<file path="config.mk">
export PLATFORM = sky130hd
export DESIGN_NAME = ddr3_cmd_scheduler_flat
export DESIGN_NICKNAME = d
export VERILOG_FILES = /design/src/rtl/ddr3_cmd_scheduler_if.sv /design/src/rtl/ddr3_cmd_scheduler.sv /design/src/flat_wrapper.sv
export SDC_FILE = /design/constraint.sdc
export NUM_CORES = 1
export LEC_CHECK = 0
export ABC_CLOCK_PERIOD_IN_PS = 8500
export CAP_MARGIN = 20
export CORE_AREA = 4 4 102 104
export DETAILED_ROUTE_END_ITERATION = 6
export DIE_AREA = 0 0 106 108
export GPL_TIMING_DRIVEN = 0
export PLACE_DENSITY_LB_ADDON = 0.05
export SETUP_SLACK_MARGIN = 0.02
export SKIP_CTS_REPAIR_TIMING = 1
export SYNTH_ARGS = -nofsm -noshare
export SYNTH_HDL_FRONTEND = slang
export SYNTH_SLANG_ARGS = --single-unit
</file>
<file path="constraint.sdc">
create_clock -name clk -period 8.5 [get_ports clk]
set_input_delay 2.55 -clock clk [delete_from_list [all_inputs] [get_ports clk]]
set_output_delay 2.55 -clock clk [all_outputs]
set_load 0.1 [all_outputs]
</file>
<file path="src/rtl/ddr3_cmd_scheduler_if.sv">
// Request handshake and DDR3 command bus between a requester and ddr3_cmd_scheduler.
interface ddr3_cmd_scheduler_if;
   logic        req_valid;
   logic        req_ready;
   logic        req_we;
   logic [2:0]  req_bank;
   logic [12:0] req_row;
   logic [9:0]  req_col;
   logic [2:0]  cmd;
   logic [2:0]  ba;
   logic [12:0] addr;
   logic        rd_issued;
   logic        wr_issued;

   modport master (
      output req_valid, req_we, req_bank, req_row, req_col,
      input  req_ready, cmd, ba, addr, rd_issued, wr_issued
   );

   modport slave (
      input  req_valid, req_we, req_bank, req_row, req_col,
      output req_ready, cmd, ba, addr, rd_issued, wr_issued
   );
endinterface

</file>
<file path="src/rtl/ddr3_cmd_scheduler.sv">
// Closed-page DDR3 command scheduler: ACT -> RD/WR -> PRE per request, with
// tREFI-driven auto-refresh that is postponed behind traffic up to MAX_POSTPONE.
module ddr3_cmd_scheduler #(
   parameter int unsigned T_RCD        = 6,
   parameter int unsigned T_RAS        = 15,
   parameter int unsigned T_WR2PRE     = 16,
   parameter int unsigned T_RD2PRE     = 4,
   parameter int unsigned T_RP         = 6,
   parameter int unsigned T_RFC        = 88,
   parameter int unsigned T_REFI       = 3120,
   parameter int unsigned MAX_POSTPONE = 8
) (
   input  logic                 clk,
   input  logic                 rst_n,
   input  logic                 init_done,
   ddr3_cmd_scheduler_if.slave  bus,
   output logic                 ref_busy,
   output logic                 ref_overflow
);

   typedef enum logic [2:0] {
      S_WAIT_INIT, S_IDLE, S_RCD_WAIT, S_PRE_WAIT, S_RP_WAIT, S_RFC_WAIT
   } state_e;

   typedef enum logic [2:0] {
      CMD_MRS = 3'b000, CMD_REF = 3'b001, CMD_PRE = 3'b010, CMD_ACT = 3'b011,
      CMD_WR  = 3'b100, CMD_RD  = 3'b101, CMD_ZQC = 3'b110, CMD_NOP = 3'b111
   } cmd_e;

   localparam int unsigned TW = $clog2(T_RCD + T_RAS + T_WR2PRE + T_RD2PRE + T_RP + T_RFC + 1);
   localparam int unsigned RW = $clog2(T_REFI + 1);
   localparam int unsigned PW = $clog2(MAX_POSTPONE + 1);

   // Timers are loaded with N-1 so the next command lands exactly N cycles later.
   localparam logic [TW-1:0] RCD_LD    = TW'(T_RCD - 1);
   localparam logic [TW-1:0] RAS_LD    = TW'(T_RAS - 1);
   localparam logic [TW-1:0] WR2PRE_LD = TW'(T_WR2PRE - 1);
   localparam logic [TW-1:0] RD2PRE_LD = TW'(T_RD2PRE - 1);
   localparam logic [TW-1:0] RP_LD     = TW'(T_RP - 1);
   localparam logic [TW-1:0] RFC_LD    = TW'(T_RFC - 1);
   localparam logic [RW-1:0] REFI_LD   = RW'(T_REFI);
   localparam logic [PW-1:0] MAXP      = PW'(MAX_POSTPONE);

   state_e        state_q, state_d;
   logic [TW-1:0] tmr_q, tmr_d;
   logic [TW-1:0] ras_q, ras_d;
   logic [RW-1:0] refi_q, refi_d;
   logic [PW-1:0] pend_q, pend_d;
   logic [2:0]    bank_q, bank_d;
   logic [9:0]    col_q, col_d;
   logic          we_q, we_d;
   cmd_e          cmd_q, cmd_d;
   logic [2:0]    ba_q, ba_d;
   logic [12:0]   addr_q, addr_d;
   logic          rd_q, rd_d, wr_q, wr_d;
   logic          busy_q, busy_d;
   logic          ovf_q, ovf_d;
   logic          ready, tick, ref_go;

   assign ready = (state_q == S_IDLE) && (pend_q < MAXP);

   always_comb begin
      state_d = state_q;
      tmr_d   = (tmr_q != '0) ? tmr_q - 1'b1 : '0;
      ras_d   = (ras_q != '0) ? ras_q - 1'b1 : '0;
      refi_d  = refi_q;
      pend_d  = pend_q;
      bank_d  = bank_q;
      col_d   = col_q;
      we_d    = we_q;
      cmd_d   = CMD_NOP;
      ba_d    = '0;
      addr_d  = '0;
      rd_d    = 1'b0;
      wr_d    = 1'b0;
      busy_d  = busy_q;
      ovf_d   = ovf_q;
      tick    = 1'b0;
      ref_go  = 1'b0;

      if (state_q != S_WAIT_INIT) begin
         if (refi_q == RW'(1)) begin
            tick   = 1'b1;
            refi_d = REFI_LD;
         end else begin
            refi_d = refi_q - 1'b1;
         end
      end

      case (state_q)
         S_WAIT_INIT: begin
            if (init_done) begin
               state_d = S_IDLE;
               refi_d  = REFI_LD;
            end
         end
         S_IDLE: begin
            // A ready request wins; ready already drops once refresh must be forced.
            if (bus.req_valid && ready) begin
               bank_d  = bus.req_bank;
               col_d   = bus.req_col;
               we_d    = bus.req_we;
               cmd_d   = CMD_ACT;
               ba_d    = bus.req_bank;
               addr_d  = bus.req_row;
               tmr_d   = RCD_LD;
               ras_d   = RAS_LD;
               state_d = S_RCD_WAIT;
            end else if (pend_q != '0) begin
               ref_go  = 1'b1;
               cmd_d   = CMD_REF;
               busy_d  = 1'b1;
               tmr_d   = RFC_LD;
               state_d = S_RFC_WAIT;
            end
         end
         S_RCD_WAIT: begin
            if (tmr_q == '0) begin
               cmd_d   = we_q ? CMD_WR : CMD_RD;
               ba_d    = bank_q;
               addr_d  = {3'b000, col_q};
               wr_d    = we_q;
               rd_d    = !we_q;
               tmr_d   = we_q ? WR2PRE_LD : RD2PRE_LD;
               state_d = S_PRE_WAIT;
            end
         end
         S_PRE_WAIT: begin
            if ((tmr_q == '0) && (ras_q == '0)) begin
               cmd_d   = CMD_PRE;
               ba_d    = bank_q;
               tmr_d   = RP_LD;
               state_d = S_RP_WAIT;
            end
         end
         S_RP_WAIT: begin
            if (tmr_q == '0) state_d = S_IDLE;
         end
         S_RFC_WAIT: begin
            if (tmr_q == '0) begin
               busy_d  = 1'b0;
               state_d = S_IDLE;
            end
         end
         default: state_d = S_WAIT_INIT;
      endcase

      if (tick && !ref_go) begin
         if (pend_q == MAXP) ovf_d = 1'b1;
         else                pend_d = pend_q + 1'b1;
      end else if (!tick && ref_go) begin
         pend_d = pend_q - 1'b1;
      end
   end

   always_ff @(posedge clk or negedge rst_n) begin
      if (!rst_n) begin
         state_q <= S_WAIT_INIT;
         tmr_q   <= '0;
         ras_q   <= '0;
         refi_q  <= '0;
         pend_q  <= '0;
         bank_q  <= '0;
         col_q   <= '0;
         we_q    <= 1'b0;
         cmd_q   <= CMD_NOP;
         ba_q    <= '0;
         addr_q  <= '0;
         rd_q    <= 1'b0;
         wr_q    <= 1'b0;
         busy_q  <= 1'b0;
         ovf_q   <= 1'b0;
      end else begin
         state_q <= state_d;
         tmr_q   <= tmr_d;
         ras_q   <= ras_d;
         refi_q  <= refi_d;
         pend_q  <= pend_d;
         bank_q  <= bank_d;
         col_q   <= col_d;
         we_q    <= we_d;
         cmd_q   <= cmd_d;
         ba_q    <= ba_d;
         addr_q  <= addr_d;
         rd_q    <= rd_d;
         wr_q    <= wr_d;
         busy_q  <= busy_d;
         ovf_q   <= ovf_d;
      end
   end

   assign bus.req_ready = ready;
   assign bus.cmd       = cmd_q;
   assign bus.ba        = ba_q;
   assign bus.addr      = addr_q;
   assign bus.rd_issued = rd_q;
   assign bus.wr_issued = wr_q;
   assign ref_busy      = busy_q;
   assign ref_overflow  = ovf_q;

endmodule
</file>
<file path="src/flat_wrapper.sv">
// flat-port wrapper written by rule: the top's interface ports become plain ports
module ddr3_cmd_scheduler_flat 
#(
   parameter int unsigned T_RCD        = 6,
   parameter int unsigned T_RAS        = 15,
   parameter int unsigned T_WR2PRE     = 16,
   parameter int unsigned T_RD2PRE     = 4,
   parameter int unsigned T_RP         = 6,
   parameter int unsigned T_RFC        = 88,
   parameter int unsigned T_REFI       = 3120,
   parameter int unsigned MAX_POSTPONE = 8
)
  (clk, rst_n, init_done, ref_busy, ref_overflow, bus_req_valid, bus_req_we, bus_req_bank, bus_req_row, bus_req_col, bus_req_ready, bus_cmd, bus_ba, bus_addr, bus_rd_issued, bus_wr_issued);
  ddr3_cmd_scheduler_if bus_i ();
  input  logic clk;
  input  logic rst_n;
  input  logic init_done;
  output logic ref_busy;
  output logic ref_overflow;
  input wire logic [$bits(bus_i.req_valid)-1:0] bus_req_valid;
  input wire logic [$bits(bus_i.req_we)-1:0] bus_req_we;
  input wire logic [$bits(bus_i.req_bank)-1:0] bus_req_bank;
  input wire logic [$bits(bus_i.req_row)-1:0] bus_req_row;
  input wire logic [$bits(bus_i.req_col)-1:0] bus_req_col;
  output wire logic [$bits(bus_i.req_ready)-1:0] bus_req_ready;
  output wire logic [$bits(bus_i.cmd)-1:0] bus_cmd;
  output wire logic [$bits(bus_i.ba)-1:0] bus_ba;
  output wire logic [$bits(bus_i.addr)-1:0] bus_addr;
  output wire logic [$bits(bus_i.rd_issued)-1:0] bus_rd_issued;
  output wire logic [$bits(bus_i.wr_issued)-1:0] bus_wr_issued;
  assign bus_i.req_valid = bus_req_valid;
  assign bus_i.req_we = bus_req_we;
  assign bus_i.req_bank = bus_req_bank;
  assign bus_i.req_row = bus_req_row;
  assign bus_i.req_col = bus_req_col;
  assign bus_req_ready = bus_i.req_ready;
  assign bus_cmd = bus_i.cmd;
  assign bus_ba = bus_i.ba;
  assign bus_addr = bus_i.addr;
  assign bus_rd_issued = bus_i.rd_issued;
  assign bus_wr_issued = bus_i.wr_issued;
  ddr3_cmd_scheduler #(.T_RCD(T_RCD), .T_RAS(T_RAS), .T_WR2PRE(T_WR2PRE), .T_RD2PRE(T_RD2PRE), .T_RP(T_RP), .T_RFC(T_RFC), .T_REFI(T_REFI), .MAX_POSTPONE(MAX_POSTPONE)) u_core (.clk(clk), .rst_n(rst_n), .init_done(init_done), .bus(bus_i), .ref_busy(ref_busy), .ref_overflow(ref_overflow));
endmodule
</file>
==> Word level (Yosys, flattened, before mapping) <==
Index checks and enable logic that the tools add are counted.
W data, S select, Z words.
{ "classes": {"n_eq_ne": 16, "n_mux": 50, "order_cmp": 1, "addsub": 5, "reduce_logical": 23} }
{ "op_table": {"columns": ["operator", "count"], "rows": [
  ["$mux W8", 8],
  ["$mux W12", 4],
  ["$mux W3", 13],
  ["$pmux W13 S2", 1],
  ["$pmux W8 S3", 1],
  ["$pmux W3 S3", 2],
  ["$logic_not A8 Y1", 2],
  ["$mux W4", 4],
  ["$reduce_bool A8 Y1", 2],
  ["$sub A8 B1 Y8 const B", 2],
  ["$pmux W3 S5", 1],
  ["$mux W1", 13],
  ["$mux W13", 1],
  ["$eq A12 B1 Y1 const B", 1],
  ["$sub A12 B1 Y12 const B", 1],
  ["$mux W10", 1],
  ["$ne A2 B1 Y1 const B", 4],
  ["$ne A2 B2 Y1 const B", 4],
  ["$eq A3 B2 Y1 const B", 2],
  ["$eq A3 B3 Y1 const B", 2],
  ["$reduce_and A2 Y1", 3],
  ["$logic_and A1 B1 Y1", 5],
  ["$reduce_and A5 Y1", 1],
  ["$add A4 B1 Y4 const B", 1],
  ["13 further kinds", 16]
]} }
{ "totals": {"ff_bits": 72, "out_inout_bits": 24, "word_cells": 110, "input_bits": 31} }

==> Longest topological paths before layout <==
{ "logic_depth": {"word_depth": 9, "mapped_depth": 11, "ltp_nobuf": 10} }

==> Least setup slack after synthesis <==
No wires, ideal clock.
{ "synth_path": {"path_kind": "register -> output", "start": "reg u_core.state_q[2]", "end": "out bus_req_ready", "t_required_ns": 5.950, "stages_incl_launch_ff": 5, "t_arrival_ns": 2.527, "slack_ns": 3.423, "n_path_buf": 2, "path_cell_list": "dfrtp_1 clkbuf_1 or3b_2 buf_2 nor2_1"} }
{ "synth_between": {"elab_chain_cells": 2} }
{ "synth_lines": {"columns": ["item", "line_no", "text"], "rows": [
  ["start: declaration", "ddr3_cmd_scheduler.sv:44", "state_e state_q, state_d;"],
  ["start signal: assignment", "ddr3_cmd_scheduler.sv:174", "state_q <= state_d;"],
  ["$eq A3 B1 Y1", "ddr3_cmd_scheduler.sv:60", "assign ready = (state_q == S_IDLE) && (pend_q < MAXP);"],
  ["$logic_and A1 B1 Y1", "ddr3_cmd_scheduler.sv:60", null],
  ["end: declaration", "flat_wrapper.sv:25", "output wire logic [$bits(bus_i.req_ready)-1:0] bus_req_ready;"]
]} }
Every way passes these cells.

==> Worst setup path in the final report <==
Same ends and word-level chain as after synthesis.

==> results.py <==
metrics = {
    "global_route": {
        "grt_overflow": 0,
        "grt_max_degree": 44,
        "grt_use_total_pct": 13.9,
        "antenna_found_initial": 0,
        "grt_pass1_vias": 2598,
        "grt_pass1_wl_um": 12400,
    },
    "finish": {
        "drive_gt1_share_pct": 8.71,
        "fin_area_mm2": 0.00424,
        "finish.net_count": 435,
        "layout.cells.non_filler": 535,
        "fill_cells": 951,
        "n_antenna_cell": 0,
        "area.growth.synth_to_final_pct": 28.9,
    },
    "sta": {
        "finClkSkew_ns": 0.00777,
        "drv_slew": 0,
        "finalHoldViolCount": 0,
        "max_freq_mhz": 175,
        "max_slew.worst_pin.slew_ns": 0.989,
        "timing.final.crit_period_ns": 5.72,
        "holdWs_ns": 0.464,
        "grt_setup_unrepaired": "false",
        "min_period_over_period_pct": 67.3,
        "finalSetupTns_ns": 0,
        "finalSetupViolCount": 0,
        "relSlewSlack_pct": 33.9,
    },
    "yosys": {
        "synthTopCellsByArea": "dfrtp_1, nand2_1, a22o_1",
        "syn-num-nets": 369,
        "synth.most_common_cell": "dfrtp_1",
        "synth_flop_cell": "dfrtp_1",
        "netlist_instances": 331,
        "synth_top_family_by_area": "simple AND/OR/NAND/NOR gates",
        "syn_area_mm2": 0.00329,
        "yosysTopAreaCellShare_pct": 52.5,
        "synth-compound-area-share_pct": 10.6,
        "synthSimpleGateAreaFrac_pct": 22.9,
        "synthAdderAreaFrac_pct": 2.89,
        "synth_common_cells": "dfrtp_1, nand2_1, nor2_1",
        "synth-xor-area-share_pct": 3.73,
        "synth_top_area_cell": "dfrtp_1",
        "ys_seq_elements": 72,
        "synth_cell_type_count": 46,
        "seq_area_frac_synth_pct": 54.9,
        "synth.area.mux_share_pct": 2.24,
        "synth_edf_count": 0,
        "ys.warnings.count": 0,
        "syn_avg_cell_area_um2": 9.94,
        "synthArstFlopShare_pct": 100,
    },
    "power": {
        "finalPower_mw": 1.32,
        "p_per_area_mw_per_mm2": 312,
        "p_leak_nw": 1.85,
        "ir_drop_v": 0.000102,
    },
    "worst_setup_path": {
        "endpoint_kind": "primary output",
        "criticalPathCategory": "register to primary output",
        "cp_slowest_cell": "clkdlybuf4s50_1",
        "path_buf_inv": 3,
        "start_kind": "register",
        "cp.arrival_ns": 3.17,
        "crit_required_ns": 5.95,
        "crit_path_cell_trace": "clkbuf_1 -> or3b_2 -> buf_2 -> nor2_1 -> clkdlybuf4s50_1",
        "crit_fanout": 10,
        "max_stage_delay_ns": 1.23,
        "path_delay_family": "buffers and inverters",
    },
    "drt": {
        "drtPass1Iterations": 4,
        "wire_per_inst_um": 13.8,
        "routed_wl_um": 7380,
        "drc": 0,
        "num_vias": 2529,
        "detail_route.iter0.violations": 74,
        "ant_nets": 0,
        "vias_per_cell": 4.73,
    },
    "cts": {
        "clk_pin_slew_worst_paths_ns": 0.07,
        "clkSinkCount": 72,
        "insertion_delay_ns": 0.35,
        "cts_tree": "done",
        "htreeDepth": 3,
        "cts_made_buffers": 9,
        "clock_path_buffers": 2,
        "clockRootBuffer": "clkbuf_8",
    },
    "floorplan": {
        "rows": 36,
        "coreArea_mm2": 0.00955,
        "die_width_um": 106,
        "io_pins": 55,
        "die_h_um": 108,
        "initial_core_util_pct": 34.5,
        "dieArea_mm2": 0.0114,
    },
    "job": {
        "cap_violations": 0,
    },
    "place": {
        "placed_area_mm2": 0.00402,
        "dp.cells": 519,
        "dp_hpwl_um": 5220,
        "gp_congestion": 0.772,
        "io_buffers": 54,
    },
    "status": {
        "status": "finished, final reports clean",
    },
    "min_path": {
        "hold_path_class": "register to register",
    },
}
[flip-flops by register name, summed over array words and instances, names as in the netlist]
signal	cells
u_core.bank_q	3
u_core.bus.addr	13
u_core.bus.ba	3
u_core.bus.cmd	3
u_core.bus.rd_issued	1
u_core.bus.wr_issued	1
u_core.col_q	10
u_core.pend_q	4
u_core.ras_q	8
u_core.ref_busy	1
u_core.ref_overflow	1
u_core.refi_q	12
u_core.state_q	3
u_core.tmr_q	8
u_core.we_q	1
[where the power goes]
part | internal [mW] | switching [mW] | total [mW]
clock network | 0.167 | 0.135 | 0.302
registers | 0.462 | 0.0910 | 0.553
logic | 0.185 | 0.284 | 0.469
[layout make-up]
type | instances | area (um^2) | area share (%)
buffer | 14 | 61.3 | 1.45
clock buffer | 10 | 128 | 3.01
clock inverter | 6 | 92.6 | 2.18
inverter | 8 | 30.0 | 0.708
multi-input combinational | 237 | 1390 | 32.9
sequential | 72 | 1810 | 42.6
tap | 133 | 166 | 3.92
timing repair buffer | 55 | 566 | 13.3
[metal layers]
layer | share of wire (%) | GRT usage, % | vias to the layer above
met2 | 48 | 22.2 | 39
met4 | 1.7 | 5.92 | 0
met3 | 3.2 | 3.34 | 13
met1 | 47 | 18.3 | 1202
li1 | - | - | 1275
met5 | 0 | 0 | -
[final timing paths]
kind / from / endpoint / slack [ns] / cells after the start
setup / recovery: u_core.state_q[2] / bus_req_ready / 2.78 / 5
hold reg to reg: u_core.we_q / u_core.bus.rd_issued / 0.46 / 1
min in group asynchronous: rst_n / u_core.pend_q[1] / 2.12 / 1
hold / removal: u_core.we_q / u_core.bus.rd_issued / 0.46 / 1
max in group asynchronous: rst_n / u_core.bus.addr[6] / 5.83 / 2
setup reg to reg: u_core.state_q[2] / u_core.pend_q[3] / 5.28 / 10
[through the flow]
step | util (%) | setup WS [ns]
2_1_floorplan | - | 3.42
3_3_place_gp | 41.9 | 2.20
3_5_place_dp | 42.1 | 3.03
4_1_cts | 44.4 | 2.76
5_1_grt | 44.4 | 2.62
6_report | 44.4 | 2.78
[logic make-up (layout without fill, tap and decap cells)]
logic type               Yosys count  after routing
AO/OA/AOI/OAI                     53             53
multiplexers                       7              7
flip-flops                        72             72
AND/OR/NAND/NOR                  156            156
adder cells (fa/ha/maj)            7              7
XOR/XNOR                          14             14
buffers and inverters             22             93
[layout by cell type (no fill, tap or decap), drive strengths merged, types with 3 or more instances in the layout]
cell           count
dfrtp             69
nand2             63
clkdlybuf4s50     53
nor2              28
o21ai             19
clkbuf            17
nor3              14
a22o              13
a21oi             10
inv                9
buf                9
nor2b              8
xnor2              8
or3                6
nor4               6
xor2               6
nand3              6
ha                 6
mux2i              4
and3               4
or4                4
and2               3
dfstp              3
mux2               3
No activity file was read; power rests on OpenSTA's default activity.
